### config.mk
export PLATFORM = sky130hd
export DESIGN_NAME = pixel_readout_flat
export DESIGN_NICKNAME = d
export VERILOG_FILES = /design/src/rtl/pixel_readout_if.sv /design/src/rtl/pixel_readout.sv /design/src/flat_wrapper.sv
export SDC_FILE = /design/constraint.sdc
export NUM_CORES = 1
export LEC_CHECK = 0
export BUFFER_PORTS_ARGS = -buffer_cell sky130_fd_sc_hd__buf_2
export CAP_MARGIN = 15
export CORE_MARGIN = 2
export CORE_UTILIZATION = 40
export CTS_BUF_LIST = sky130_fd_sc_hd__clkbuf_8
export CTS_CLUSTER_SIZE = 20
export DETAILED_ROUTE_END_ITERATION = 8
export PLACE_DENSITY = 0.65
export SYNTH_ARGS = -nofsm -noshare
export SYNTH_HDL_FRONTEND = slang
export SYNTH_SLANG_ARGS = --single-unit
### constraint.sdc
create_clock -name clock -period 3.5 [get_ports clock]
set_clock_uncertainty 0.1 [all_clocks]
set_input_delay 0 -clock clock [delete_from_list [all_inputs] [get_ports clock]]
set_output_delay 0 -clock clock [all_outputs]
set_load 0.01 [all_outputs]
### src/rtl/pixel_readout_if.sv
// Read port toward the solver result memories plus the outgoing pixel stream.
// The readout drives through 'master'; memory model / display writer sits on 'slave'.
interface pixel_readout_if #(
    parameter int ITER_W = 16,
    parameter int ID_W   = 6,
    parameter int ADDR_W = 19,
    parameter int X_W    = 7,
    parameter int Y_W    = 7
);
    logic [ID_W-1:0]   rd_solver_id;
    logic [ADDR_W-1:0] rd_addr;
    logic [ITER_W-1:0] rd_data;
    logic              out_valid;
    logic              out_ready;
    logic [X_W-1:0]    out_x;
    logic [Y_W-1:0]    out_y;
    logic [ITER_W-1:0] out_iter;
    logic              out_sof;
    logic              out_eol;
    logic              out_eof;

    modport master (
        output rd_solver_id, rd_addr, out_valid, out_x, out_y, out_iter,
               out_sof, out_eol, out_eof,
        input  rd_data, out_ready
    );

    modport slave (
        input  rd_solver_id, rd_addr, out_valid, out_x, out_y, out_iter,
               out_sof, out_eol, out_eof,
        output rd_data, out_ready
    );
endinterface

### src/rtl/pixel_readout.sv
// Streams a finished fractal frame out of the solver memories in raster order,
// aligning read latency with a tag pipeline and a credit-protected FWFT FIFO.
module pixel_readout #(
    parameter int NUM_SOLVERS = 1,
    parameter int WIDTH       = 99,
    parameter int HEIGHT      = 66,
    parameter int RD_LATENCY  = 2,
    parameter int ITER_W      = 16,
    parameter int ID_W        = 6,
    parameter int ADDR_W      = 19,
    parameter int X_W         = 7,
    parameter int Y_W         = 7
) (
    input  logic            clock,
    input  logic            reset,
    input  logic            start,
    output logic            busy,
    output logic            frame_done,
    pixel_readout_if.master bus
);
    localparam int DEPTH   = RD_LATENCY + 2;
    localparam int PTR_W   = $clog2(DEPTH);
    localparam int CNT_W   = $clog2(DEPTH + 1);
    localparam int PEND_W  = CNT_W + 1;
    localparam int TAG_W   = X_W + Y_W + 3;
    localparam int ENTRY_W = TAG_W + ITER_W;

    typedef enum logic [1:0] {IDLE, ISSUE, DRAIN} state_t;

    state_t              state, next_state;
    logic [X_W-1:0]      iss_x;
    logic [Y_W-1:0]      iss_y;
    logic [ID_W-1:0]     sol_cnt;
    logic [ADDR_W-1:0]   addr_cnt;
    logic                last_pixel;
    logic                issue;
    logic                credit_ok;
    logic [TAG_W-1:0]    issue_tag;
    logic [RD_LATENCY-1:0] sr_valid;
    logic [TAG_W-1:0]    sr_tag [RD_LATENCY];
    logic [ENTRY_W-1:0]  fifo_mem [DEPTH];
    logic [PTR_W-1:0]    wr_ptr, rd_ptr;
    logic [CNT_W-1:0]    fifo_cnt, in_flight;
    logic [PEND_W-1:0]   pending;
    logic                push, pop;
    logic [ENTRY_W-1:0]  head;
    logic [ENTRY_W-1:0]  push_entry;

    assign last_pixel = (iss_x == X_W'(WIDTH - 1)) && (iss_y == Y_W'(HEIGHT - 1));
    assign issue_tag  = {iss_x, iss_y, (iss_x == '0) && (iss_y == '0),
                         iss_x == X_W'(WIDTH - 1), last_pixel};

    // Reads already in flight hold a reserved FIFO slot, so the FIFO never overflows.
    assign pending    = {1'b0, fifo_cnt} + {1'b0, in_flight};
    assign credit_ok  = pending < PEND_W'(DEPTH);

    assign push       = sr_valid[RD_LATENCY-1];
    assign push_entry = {sr_tag[RD_LATENCY-1][TAG_W-1:3], bus.rd_data, sr_tag[RD_LATENCY-1][2:0]};
    assign head       = fifo_mem[rd_ptr];
    assign pop        = (fifo_cnt != '0) && bus.out_ready;

    assign busy             = (state != IDLE);
    assign bus.rd_solver_id = sol_cnt;
    assign bus.rd_addr      = addr_cnt;
    assign bus.out_valid    = (fifo_cnt != '0);
    assign {bus.out_x, bus.out_y, bus.out_iter, bus.out_sof, bus.out_eol, bus.out_eof} = head;

    always_ff @(posedge clock) begin
        if (reset) state <= IDLE;
        else       state <= next_state;
    end

    // Counters rest at pixel 0 while idle, so the start cycle itself issues the first read.
    always_comb begin
        next_state = state;
        issue      = 1'b0;
        case (state)
            IDLE: begin
                if (start) begin
                    issue      = 1'b1;
                    next_state = last_pixel ? DRAIN : ISSUE;
                end
            end
            ISSUE: begin
                if (credit_ok) begin
                    issue = 1'b1;
                    if (last_pixel) next_state = DRAIN;
                end
            end
            DRAIN: begin
                if (pop && head[0]) next_state = IDLE;
            end
            default: next_state = IDLE;
        endcase
    end

    always_ff @(posedge clock) begin
        if (reset || (issue && last_pixel)) begin
            iss_x    <= '0;
            iss_y    <= '0;
            sol_cnt  <= '0;
            addr_cnt <= '0;
        end else if (issue) begin
            if (iss_x == X_W'(WIDTH - 1)) begin
                iss_x <= '0;
                iss_y <= iss_y + Y_W'(1);
            end else begin
                iss_x <= iss_x + X_W'(1);
            end
            if (sol_cnt == ID_W'(NUM_SOLVERS - 1)) begin
                sol_cnt  <= '0;
                addr_cnt <= addr_cnt + ADDR_W'(1);
            end else begin
                sol_cnt  <= sol_cnt + ID_W'(1);
            end
        end
    end

    always_ff @(posedge clock) begin
        if (reset) begin
            sr_valid <= '0;
            for (int k = 0; k < RD_LATENCY; k++) sr_tag[k] <= '0;
        end else begin
            sr_valid[0] <= issue;
            sr_tag[0]   <= issue_tag;
            for (int k = 1; k < RD_LATENCY; k++) begin
                sr_valid[k] <= sr_valid[k-1];
                sr_tag[k]   <= sr_tag[k-1];
            end
        end
    end

    always_ff @(posedge clock) begin
        if (reset) begin
            in_flight <= '0;
        end else begin
            case ({issue, push})
                2'b10:   in_flight <= in_flight + CNT_W'(1);
                2'b01:   in_flight <= in_flight - CNT_W'(1);
                default: in_flight <= in_flight;
            endcase
        end
    end

    always_ff @(posedge clock) begin
        if (reset) begin
            wr_ptr   <= '0;
            rd_ptr   <= '0;
            fifo_cnt <= '0;
            for (int k = 0; k < DEPTH; k++) fifo_mem[k] <= '0;
        end else begin
            if (push) begin
                fifo_mem[wr_ptr] <= push_entry;
                wr_ptr <= (wr_ptr == PTR_W'(DEPTH - 1)) ? '0 : wr_ptr + PTR_W'(1);
            end
            if (pop) begin
                rd_ptr <= (rd_ptr == PTR_W'(DEPTH - 1)) ? '0 : rd_ptr + PTR_W'(1);
            end
            case ({push, pop})
                2'b10:   fifo_cnt <= fifo_cnt + CNT_W'(1);
                2'b01:   fifo_cnt <= fifo_cnt - CNT_W'(1);
                default: fifo_cnt <= fifo_cnt;
            endcase
        end
    end

    always_ff @(posedge clock) begin
        if (reset) frame_done <= 1'b0;
        else       frame_done <= (state == DRAIN) && pop && head[0];
    end
endmodule

### src/flat_wrapper.sv
// flat-port wrapper written by rule: the top's interface ports become plain ports
module pixel_readout_flat 
#(
    parameter int NUM_SOLVERS = 1,
    parameter int WIDTH       = 99,
    parameter int HEIGHT      = 66,
    parameter int RD_LATENCY  = 2,
    parameter int ITER_W      = 16,
    parameter int ID_W        = 6,
    parameter int ADDR_W      = 19,
    parameter int X_W         = 7,
    parameter int Y_W         = 7
)
  (clock, reset, start, busy, frame_done, bus_rd_solver_id, bus_rd_addr, bus_out_valid, bus_out_x, bus_out_y, bus_out_iter, bus_out_sof, bus_out_eol, bus_out_eof, bus_rd_data, bus_out_ready);
  pixel_readout_if #(.ITER_W(ITER_W), .ID_W(ID_W), .ADDR_W(ADDR_W), .X_W(X_W), .Y_W(Y_W)) bus_i ();
  input  logic clock;
  input  logic reset;
  input  logic start;
  output logic busy;
  output logic frame_done;
  output wire logic [$bits(bus_i.rd_solver_id)-1:0] bus_rd_solver_id;
  output wire logic [$bits(bus_i.rd_addr)-1:0] bus_rd_addr;
  output wire logic [$bits(bus_i.out_valid)-1:0] bus_out_valid;
  output wire logic [$bits(bus_i.out_x)-1:0] bus_out_x;
  output wire logic [$bits(bus_i.out_y)-1:0] bus_out_y;
  output wire logic [$bits(bus_i.out_iter)-1:0] bus_out_iter;
  output wire logic [$bits(bus_i.out_sof)-1:0] bus_out_sof;
  output wire logic [$bits(bus_i.out_eol)-1:0] bus_out_eol;
  output wire logic [$bits(bus_i.out_eof)-1:0] bus_out_eof;
  input wire logic [$bits(bus_i.rd_data)-1:0] bus_rd_data;
  input wire logic [$bits(bus_i.out_ready)-1:0] bus_out_ready;
  assign bus_rd_solver_id = bus_i.rd_solver_id;
  assign bus_rd_addr = bus_i.rd_addr;
  assign bus_out_valid = bus_i.out_valid;
  assign bus_out_x = bus_i.out_x;
  assign bus_out_y = bus_i.out_y;
  assign bus_out_iter = bus_i.out_iter;
  assign bus_out_sof = bus_i.out_sof;
  assign bus_out_eol = bus_i.out_eol;
  assign bus_out_eof = bus_i.out_eof;
  assign bus_i.rd_data = bus_rd_data;
  assign bus_i.out_ready = bus_out_ready;
  pixel_readout #(.NUM_SOLVERS(NUM_SOLVERS), .WIDTH(WIDTH), .HEIGHT(HEIGHT), .RD_LATENCY(RD_LATENCY), .ITER_W(ITER_W), .ID_W(ID_W), .ADDR_W(ADDR_W), .X_W(X_W), .Y_W(Y_W)) u_core (.clock(clock), .reset(reset), .start(start), .busy(busy), .frame_done(frame_done), .bus(bus_i));
endmodule
==> results.txt <==
Die ar.: 25200 µm²
Fmax: 354 MHz
Setup TNS: 0 ns
Clk sinks: 222
NetSw: 1.56 mW
Vias per inst: 5.10
Design area: 11300 µm²
CP Capture Type: register
Kind of critical path: register to register
CTS H-tree lvls: 2
Hold worst-path end: u_core.fifo_mem[1][9]
Worst EP arrival: 3.17 ns
Drc violations: 0
Share of cells above drive strength 1: 0.223
Net count, final: 902
Io pins: 81
Routed WL: 20100 µm
WP data required: 3.84 ns
R2r setup slk: 0.67 ns
HPWL after DPL: 11400 µm
Slew @ Worst Pin: 0.748 ns
Floorplan die height: 159 µm
Vias in the first global route: 6200
CP max FO: 10
Sw frac: 0.262
Outcome: completed
Netlist cell types: 47
Pwr Density: 531 nW/µm²
Mapped Cells: 755
Logic pwr share: 0.143
Drt pass-1 iters: 4
Seq/Total Area, Yosys: 0.601
Grt total ovfl: 0
WHS: 0.213 ns
Synthesized area: 9600 µm²
RR Startpoint: u_core.in_flight[2]
GPL Wtd Cong: 0.743
Worst-path cell chain: ha_1, or4b_4, o22ai_2, nand2_1, ha_1, inv_1, fa_1, xor2_1, or3_1, a21oi_1
Total clock buffers created by CTS: 38
HP Start: bus_rd_data[6]
Max Cap Violations: 0
Via count: 6188
Slowest-stage cell, CP: or4b_4
Fin crit period: 2.83 ns
Crit start category: register
Post-Syn Nets: 792
Critical Path Most Common Cell: ha_1
Setup violators final: 0
Maximum VDD drop: 231 µV
Post-DP Area: 10400 µm²
DP Cell Count: 1124
# diodes: 0
Delay-heaviest family, CP: simple AND/OR/NAND/NOR gates
Placeable Area: 23500 µm²
DRT antenna net count: 0
Global-route wire length before repair: 32800 µm
Initial antenna violation count: 0
Final Cycle Share: 0.808
Pin count of the biggest net entering global routing: 78
Clock transition at path regs: 0.06 ns
Internal: 4.41 mW
First DRT Iteration DRCs: 366
Yosys warns: 0
CTS tree: yes
Top FF cell, synth: edfxtp_1
Post-synth ARST share: 0
Slew Viols, Final: 0
Total Power: 5.97 mW
FP Rows: 56
Fillers: 2156
Port bufs: 80
WL/cell: 16.5 µm
Hold Path Class: input port to register
GRT Total Usage: 0.161
Cts hold-fix bufs: 20
Cell count of the worst reg-to-reg path: 10
Clock network power share: 0.365
Initial core utilization: 0.408
Postcts setup bufs: 0
Worst hold path cell count: 3
Final non-filler cell total: 1213
CP bufs+invs: 1
Sequential power share: 0.492
Syn Area/Cell: 12.7 µm²
Rel. slew slack: 0.496
Root Buffer: clkbuf_8
Number of flops mapped to enable cells by yosys: 132
Chip width: 159 µm
Skew-Pair Late Insertion Delay: 0.54 ns
Synthesis-stage register bit count: 222
Leakage: 4.38 nW
Worst r2r dst: u_core.in_flight[2]
Bufs on Longest Clock Path: 3
Layout area overhead: 17.3%
RSZ-0062 raised after global routing: false
Max incr delay on CP: 0.53 ns
Final Hold Fails: 0
Resized Gates After CTS: 0
[sequential cells by signal (all words and copies together) (netlist names), named ones only]
signal / cells
u_core.fifo_mem: 132
u_core.sr_tag: 34
u_core.bus.rd_addr: 19
u_core.iss_x: 7
u_core.iss_y: 7
u_core.bus.rd_solver_id: 6
u_core.fifo_cnt: 3
u_core.in_flight: 3
u_core.rd_ptr: 2
u_core.sr_valid: 2
u_core.state: 2
u_core.wr_ptr: 2
u_core.frame_done: 1
[layout make-up]
type | count | area (µm²) | share of cell area
inverter | 20 | 75.1 | 0.00667
clock inverter | 29 | 153 | 0.0136
timing repair buffer | 119 | 756 | 0.0671
tap | 319 | 399 | 0.0355
multi-input combinational | 464 | 3560 | 0.316
clock buffer | 40 | 551 | 0.0489
sequential | 222 | 5770 | 0.512
[synth_stat cells, drive strengths merged (4+ instances only)]
library cell	n	area, µm²
clkbuf	38	143
nor2	27	101
or4b	4	47.6
a21oi	37	193
nand4	13	81.3
and3	38	238
and2	100	626
ha	15	188
dfxtp	90	1800
o31ai	19	143
edfxtp	132	3960
mux4	33	743
xor2	4	35.0
nand3	16	80.1
nor3	9	45.0
nor2b	31	194
inv	19	71.3
nor4b	5	50.0
or4	18	139
or3	5	31.3
o211ai	5	37.5
nand2	21	78.8
nor4	4	25.0
and4	5	43.8
or2	5	31.3
mux2i	11	110
o21ai	26	130
buf	11	72.6
[how the worst max path moves through the flow]
stage          slack (ns)  cells past startpoint             endpoint           startpoint
3_3_place_gp         0.73                     10  u_core.in_flight[2]  u_core.in_flight[2]
5_1_grt              0.47                     10  u_core.in_flight[2]  u_core.in_flight[2]
4_1_cts              0.64                     10  u_core.in_flight[2]  u_core.in_flight[2]
6_report             0.67                     10  u_core.in_flight[2]  u_core.in_flight[2]
3_5_place_dp         0.66                     10  u_core.in_flight[2]  u_core.in_flight[2]
2_1_floorplan        0.90                     10  u_core.in_flight[2]  u_core.in_flight[2]
[logic make-up (layout without fill, tap and decap cells)]
group / count (synthesis) / after routing / share of synthesized area
flip-flops: 222 / 222 / 0.601
multiplexers: 45 / 45 / 0.0901
XOR/XNOR: 4 / 4 / 0.00365
adder cells (fa/ha/maj): 17 / 17 / 0.0237
AO/OA/AOI/OAI: 92 / 92 / 0.0583
AND/OR/NAND/NOR: 306 / 306 / 0.193
buffers and inverters: 69 / 208 / 0.0302
[cell usage in the layout, fill, tap and decap left out, drive strengths merged, types with 21 or more instances in the layout]
cell | Yosys | routed
edfxtp | 132 | 132
and2 | 100 | 100
buf | 11 | 99
dfxtp | 90 | 90
clkbuf | 38 | 40
and3 | 38 | 38
a21oi | 37 | 37
mux4 | 33 | 33
inv | 19 | 32
nor2b | 31 | 31
nor2 | 27 | 27
o21ai | 26 | 26
nand2 | 21 | 21
[through the flow]
| stage | setup WS, ns | util |
|---|---|---|
| 2_1_floorplan | 0.901 | - |
| 5_1_grt | 0.465 | 0.478 |
| 4_1_cts | 0.645 | 0.478 |
| 3_3_place_gp | 0.729 | 0.440 |
| 3_5_place_dp | 0.660 | 0.440 |
| 6_report | 0.673 | 0.478 |
[power by group through the flow]
stage / Combinational [mW] / Sequential (mW) / Clock (mW)
2_1_floorplan: 0.607 / 2.97 / 0
3_3_place_gp: 0.849 / 2.99 / 0
3_5_place_dp: 0.857 / 2.99 / 0
4_1_cts: 0.877 / 2.94 / 2.24
5_1_grt: 0.942 / 2.95 / 2.36
6_report: 0.856 / 2.94 / 2.18
[worst reg2reg max path: stages (launching register included)]
cell	delay [ns]
dfxtp_1	0.32
ha_1	0.30
or4b_4	0.53
o22ai_2	0.36
nand2_1	0.14
ha_1	0.23
inv_1	0.08
fa_1	0.18
xor2_1	0.08
or3_1	0.30
a21oi_1	0.13
[layer usage]
metal,part of all wire,global-route usage
met3,0.046,0.0321
met5,0,0
met4,0.013,0.0558
met2,0.49,0.262
met1,0.46,0.215
No activity file was read; power rests on OpenSTA's default activity.
